$ cat src/rtl/io_ports.sv
// io_ports: memory-mapped I/O window with synchronised inputs, output registers
// and a down-counting timer with a sticky flag and interrupt.
module io_ports #(
  parameter logic [11:0] BASE = 12'hFF0,
  parameter int          TW   = 16
) (
  input  logic        clk,
  input  logic        reset,
  input  logic [15:0] addr,
  input  logic [15:0] wdata,
  input  logic        we,
  input  logic        re,
  input  logic [15:0] in0,
  input  logic [15:0] in1,
  input  logic [15:0] in2,
  input  logic [15:0] in3,
  output logic [15:0] out0,
  output logic [15:0] out1,
  output logic [15:0] out2,
  output logic [15:0] out3,
  output logic [15:0] rdata,
  output logic        hit,
  output logic        irq
);
  logic [15:0]   r_out [4];
  logic [15:0]   r_s1  [4];
  logic [15:0]   r_s2  [4];
  logic [TW-1:0] r_reload, r_count;
  logic [2:0]    r_ctrl;
  logic          r_flag;
  logic [15:0]   w_in  [4];
  logic [15:0]   w_rd;
  logic [3:0]    w_off;
  logic          w_wr, w_ld, w_ctrl_wr, w_clr, w_set;
  assign w_in[0]   = in0;
  assign w_in[1]   = in1;
  assign w_in[2]   = in2;
  assign w_in[3]   = in3;
  assign hit       = addr[15:4] == BASE;
  assign w_off     = addr[3:0];
  assign w_wr      = we & hit;
  assign w_ld      = w_wr & (w_off == 4'h8);
  assign w_ctrl_wr = w_wr & (w_off == 4'hA);
  assign w_clr     = w_wr & (w_off == 4'hB) & wdata[0];
  // Expiry is seen on the edge where an enabled count is already 0; a RELOAD write suppresses it
  assign w_set     = r_ctrl[0] & ~w_ld & (r_count == '0);
  assign irq       = r_flag & r_ctrl[2];
  assign out0      = r_out[0];
  assign out1      = r_out[1];
  assign out2      = r_out[2];
  assign out3      = r_out[3];
  always_comb begin
    case (w_off)
      4'h0, 4'h1, 4'h2, 4'h3: w_rd = r_s2[w_off[1:0]];
      4'h4, 4'h5, 4'h6, 4'h7: w_rd = r_out[w_off[1:0]];
      4'h8:                   w_rd = 16'(r_reload);
      4'h9:                   w_rd = 16'(r_count);
      4'hA:                   w_rd = {13'h0, r_ctrl};
      4'hB:                   w_rd = {15'h0, r_flag};
      default:                w_rd = 16'h0000;
    endcase
    rdata = (re & hit) ? w_rd : 16'h0000;
  end
  always_ff @(posedge clk or negedge reset) begin
    if (!reset) begin
      for (int i = 0; i < 4; i++) begin
        r_out[i] <= '0;
        r_s1[i]  <= '0;
        r_s2[i]  <= '0;
      end
      r_reload <= '0;
      r_count  <= '0;
      r_ctrl   <= '0;
      r_flag   <= 1'b0;
    end else begin
      for (int i = 0; i < 4; i++) begin
        r_s1[i] <= w_in[i];
        r_s2[i] <= r_s1[i];
        if (w_wr && w_off[3:2] == 2'b01 && w_off[1:0] == 2'(i)) r_out[i] <= wdata;
      end
      if (w_ld) begin
        r_reload <= wdata[TW-1:0];
        r_count  <= wdata[TW-1:0];
      end else if (r_ctrl[0]) begin
        r_count <= (r_count != '0) ? r_count - TW'(1) : (r_ctrl[1] ? r_reload : r_count);
      end
      r_flag <= w_set | (r_flag & ~w_clr);
      if (w_ctrl_wr) r_ctrl <= wdata[2:0];
      else if (w_set && !r_ctrl[1]) r_ctrl[0] <= 1'b0;
    end
  end
endmodule

$ cat config.mk
export PLATFORM = sky130hd
export DESIGN_NAME = io_ports
export DESIGN_NICKNAME = d
export VERILOG_FILES = /design/src/rtl/io_ports.sv
export SDC_FILE = /design/constraint.sdc
export NUM_CORES = 1
export LEC_CHECK = 0
export BUFFER_PORTS_ARGS = -buffer_cell sky130_fd_sc_hd__buf_2
export CAP_MARGIN = 30
export CORE_MARGIN = 2
export CORE_UTILIZATION = 45
export CTS_CLUSTER_DIAMETER = 200
export DETAILED_ROUTE_END_ITERATION = 6
export GPL_ROUTABILITY_DRIVEN = 0
export PLACE_DENSITY = 0.76
export SLEW_MARGIN = 25
export SYNTH_ARGS = -nofsm -noshare
export SYNTH_HDL_FRONTEND = slang
export SYNTH_SLANG_ARGS = --single-unit
$ cat constraint.sdc
create_clock -name clk -period 3.3 [get_ports clk]
set_input_delay 0.495 -clock clk [delete_from_list [all_inputs] [get_ports clk]]
set_output_delay 0.495 -clock clk [all_outputs]
set_load 0.01 [all_outputs]
; Word-level counts from Yosys, hierarchy flattened
; Index checks and enable logic that the tools add are counted.
[totals]
ff_bits = 228
inputBits = 100
wordCells = 80
[op_classes]
n_addsub = 1
magnitude_cmp = 1
eq_ne = 16
mux = 14
bitwise = 14
reduce_logical = 17
[ops]
columns = cell, n
row1 = $mux 16, 9
row2 = $pmux 16 s6, 1
row3 = $bmux 16 s2, 2
row4 = $eq 4x3->1 const B, 4
row5 = $eq 4x4->1 const B, 4
row6 = $logic_not 16->1, 1
row7 = $reduce_bool 16->1, 1
row8 = $sub 16x1->16 const B, 1
row9 = $eq 12x12->1 const B, 1
row10 = $and 1x1->1, 10
row11 = $eq 4x2->1 const B, 2
row12 = $reduce_or 4->1, 2
row13 = $logic_and 1x1->1, 6
row14 = $eq 2x1->1 const B, 2
row15 = $eq 2x2->1 const B, 2
row16 = $eq 4x1->1 const B, 1
row17 = $logic_not 4->1, 1
row18 = $reduce_bool 2->1, 2
row19 = $ge 3x3->1 const B, 1
row20 = $not 2->3, 1
row21 = $reduce_bool 3->1, 1
row22 = $logic_not 2->1, 1
row23 = $mux 1, 2
row24 = $not 1->1, 2
row25 = 3 further kinds, 3

; Longest topological paths before layout
[logic_depth]
ltp_word = 9
ltp_mapped = 9

; Least setup slack after synthesis
; OpenSTA, ideal clock, no wires.
[synth_timing]
path_type = input to output
start = in addr[0]
end = out rdata[5]
arrival_time_ns = 2.256
slack_ns = 0.549
stages = 7
n_path_buf = 2
path_cell_list = buf_2 buf_1 mux4_2 mux2i_1 nor2_1 a221oi_1 nor2_1
[synth_between]
elab_chain_len = 6
word_cells_on_any_way = 23
[synth_lines]
columns = element, line_no
row1 = from (decl), 9  ; input logic [15:0] addr,
row2 = $not 2->3 (implied by the code), "54, 55"
row3 = "$bmux 16 s2, on equally long branches", "55, 54"
row4 = "$mux 16, on equally long branches (2 in a row)", "55, 54"
row5 = $pmux 16 s6 (*), 53  ; case (w_off)
row6 = $mux 16 (*), 62  ; rdata = (re & hit) ? w_rd : 16'h0000;
row7 = to (decl), 21  ; output logic [15:0] rdata,
; Every way passes the cells marked *; elsewhere a longest branch is shown, timed or not. The select of a mux whose other input is x is not followed.

; Worst setup path after layout
[layout_timing]
start = reg r_ctrl[0]
end = out rdata[0]
[layout_between]
elab_chain_len = 2
[layout_lines]
columns = element, line_no
row1 = from (decl), 29  ; logic [2:0] r_ctrl;
row2 = from (signal assigned), 88  ; if (w_ctrl_wr) r_ctrl <= wdata[2:0];
row3 = $pmux 16 s6, 53
row4 = $mux 16, 62
; Every way passes these cells.

==> results.cfg <==
[status]
outcome = finished, violations left
violations = negative hold slack

[clock_network]
cts.htree.levels = 1
post_cts_resize_count = 0
tritoncts = done
clock_sinks = 228
clock_path_buffers = 3
clk_pin_slew_ns = 0.06
clkLatencyLatePin_ns = 0.50
cts_setup_buffers = 0
hold_buffers = 0
cts_made_buffers = 23
cts_root_buf = clkbuf_16

[global_route]
antenna_found_initial = 0
grt_max_degree = 84
gr-total-overflow = 0
grt_usage_pct = 21.0
grt_pass1_vias = 6246
grt_pass1_wl_um = 35100

[worst_setup_path]
worstPathCellList = mux4_2 > mux2i_1 > nor2_1 > a21oi_1 > nor2_1 > buf_2
crit_slowest_cell = dfrtp_1
crit_path_max_incr_delay_ns = 0.63
cp-end-kind = output port
crit_type = reg -> out
cp_max_fo = 19
critical-path-top-delay-family = multiplexers
worst-path-buf-inv = 1
critPathLaunchType = register
crit_arrival_ns = 2.26
cp_common_cell = nor2_1
cp.required_ns = 2.80

[drt]
initialDrtViolationCount = 388
routedWlPerCell_um = 19.5
num_vias = 6086
drtAntennaViolNets = 0
drt-vias-per-instance = 5.43
wl_um = 21900
dr.pass1.iters = 5
drc = 0

[power]
p_leak_nw = 5.45
power_density_nw_per_um2 = 549
max-vdd-ir-drop_mv = 0.389

[sta]
post-route-period-util_pct = 83.5
tightest_slew_ns = 0.748
setup_tns_ns = 0
rsz0062_at_grt = false
finalSetupViolations = 0
slew_viol_final = 0
fin_crit_ns = 2.76
skew_ns = 0.00998
hold_slack_ns = -0.0121
finalHoldViolCount = 3
max-slew-margin-rel_pct = 50.0
fmax_mhz = 363

[floorplanning]
rows = 51
num_io_pins = 182
die_w_um = 146
chipHeight_um = 146
start_util_pct = 46.0
core_area_um2 = 19600
dieArea_um2 = 21200

[place]
dp.final_hpwl_um = 15200
dpl_cell_area_um2 = 10400
portBuffers = 181

[final_layout]
utilization_pct = 57.1
nNetsFinal = 941
fin_area_um2 = 11200
area_growth_pct = 24.0
drive_gt1_share_pct = 41.5
diodes = 0

[synth]
synth_top_area_cell = dfrtp_1
yosys-top-cells-area = dfrtp_1, mux2_2, mux4_2
synth_edf_count = 0
synth_most_common_cell = dfrtp_1
syn_nets = 747
synth_warnings = 0
ys_dominant_reg_cell = dfrtp_1
ys_ff_latch = 228
synthesis.area_um2 = 9020
avgSynthCellArea_um2 = 14.0
ys_top_cells_by_count = dfrtp_1, mux2_2, nand2_1, nor2_1, mux4_2
async_reset_ff_share_pct = 100
ys_seq_area_share_pct = 63.3
syn_inst = 645
ys_types = 53
post-synth-top-area-fraction_pct = 63.3

[worst_hold_path]
hp-class = in -> async

[job]
drv_cap = 0
-- cell usage in the layout (no fill, tap or decap), types with 7 or more instances in the layout --
cell,instances
mux2i_1,18
o21ai_0,11
buf_4,21
mux2_2,67
dfrtp_1,228
nand2_1,60
nand4_1,7
a21oi_1,18
inv_1,7
a221oi_1,13
mux4_2,33
nor2_1,54
clkbuf_16,23
xnor2_1,9
buf_2,180
-- power breakdown --
group	switching (mW)	internal [mW]	total, mW
combinational	0.216	0.193	0.409
sequential	0.0916	2.91	3.00
clock	1.06	1.67	2.73
total	1.37	4.77	6.14
-- area by class of cell --
cell class,instances,area (um^2)
fill,1587,8400
sequential,228,5710
multi-input combinational,371,3120
timing repair buffer,208,1190
clock buffer,29,628
tap,265,332
clock inverter,12,176
inverter,7,26.3
-- state kept, by name (all words and copies together), names as in the netlist --
signal    cells
r_ctrl        3
out3         16
out0         16
r_count      16
r_s1         64
r_reload     16
r_s2         64
r_flag        1
out2         16
out1         16
-- per-layer routing --
layer / track usage, % / vias up / share of wire, % / routed length [um]
met5: 0 / - / 0 / 0
met4: 8.43 / 0 / 4.2 / 917
met3: 4.64 / 53 / 6.8 / 1490
met2: 33.4 / 235 / 47 / 10300
met1: 28.3 / 3080 / 42 / 9200
li1: - / 2718 / - / -
-- cell families (layout without fill, tap and decap cells) --
logic type	count (synthesis)	count (layout)	share of synthesized area, %
AOI/OAI and AO/OA	74	74	5.97
xor gates and xnor gates	10	10	0.971
adders and majority gates	2	2	0.277
buffers and inverters	46	256	2.08
DFF	228	228	63.3
muxes	118	118	18.6
and+or+nand+nor	167	167	8.82
-- worst reg2reg max path: stages, from the launching register on --
cell and delay, ns:
dfrtp_1 0.47, or4_4 0.60, or4_4 0.54, o41ai_4 0.63, a211oi_1 0.11, o22a_1 0.21
-- metrics by stage --
step	hold WS, ns	setup WS (ns)	std cells	power [mW]
floorplan	0.199	0.549	645	3.26
CTS	0.00775	0.541	1120	6.19
global placement	0.333	0.541	1079	3.45
global route	0.0296	0.443	1120	6.38
finish	-0.0121	0.543	1120	6.14
detailed placement	0.335	0.552	1079	3.46
-- path summary, 6_finish.rpt --
check                      depth (start not counted)                      to                   start  slack [ns]
max                                                6                rdata[0]   r_ctrl[0]$_DFFE_PN0P_        0.54
min                                                1  r_count[9]$_DFFE_PN0P_                   reset       -0.01
max reg2reg                                        5  r_count[6]$_DFFE_PN0P_  r_count[2]$_DFFE_PN0P_        0.63
min reg2reg                                        0      r_s2[25]$_DFF_PN0_      r_s1[25]$_DFF_PN0_        0.34
max in group asynchronous                          2     out1[3]$_DFFE_PN0P_                   reset        2.47
min in group clk                                   1      r_s1[57]$_DFF_PN0_                  in0[9]        0.09
No activity file was read; power rests on OpenSTA's default activity.
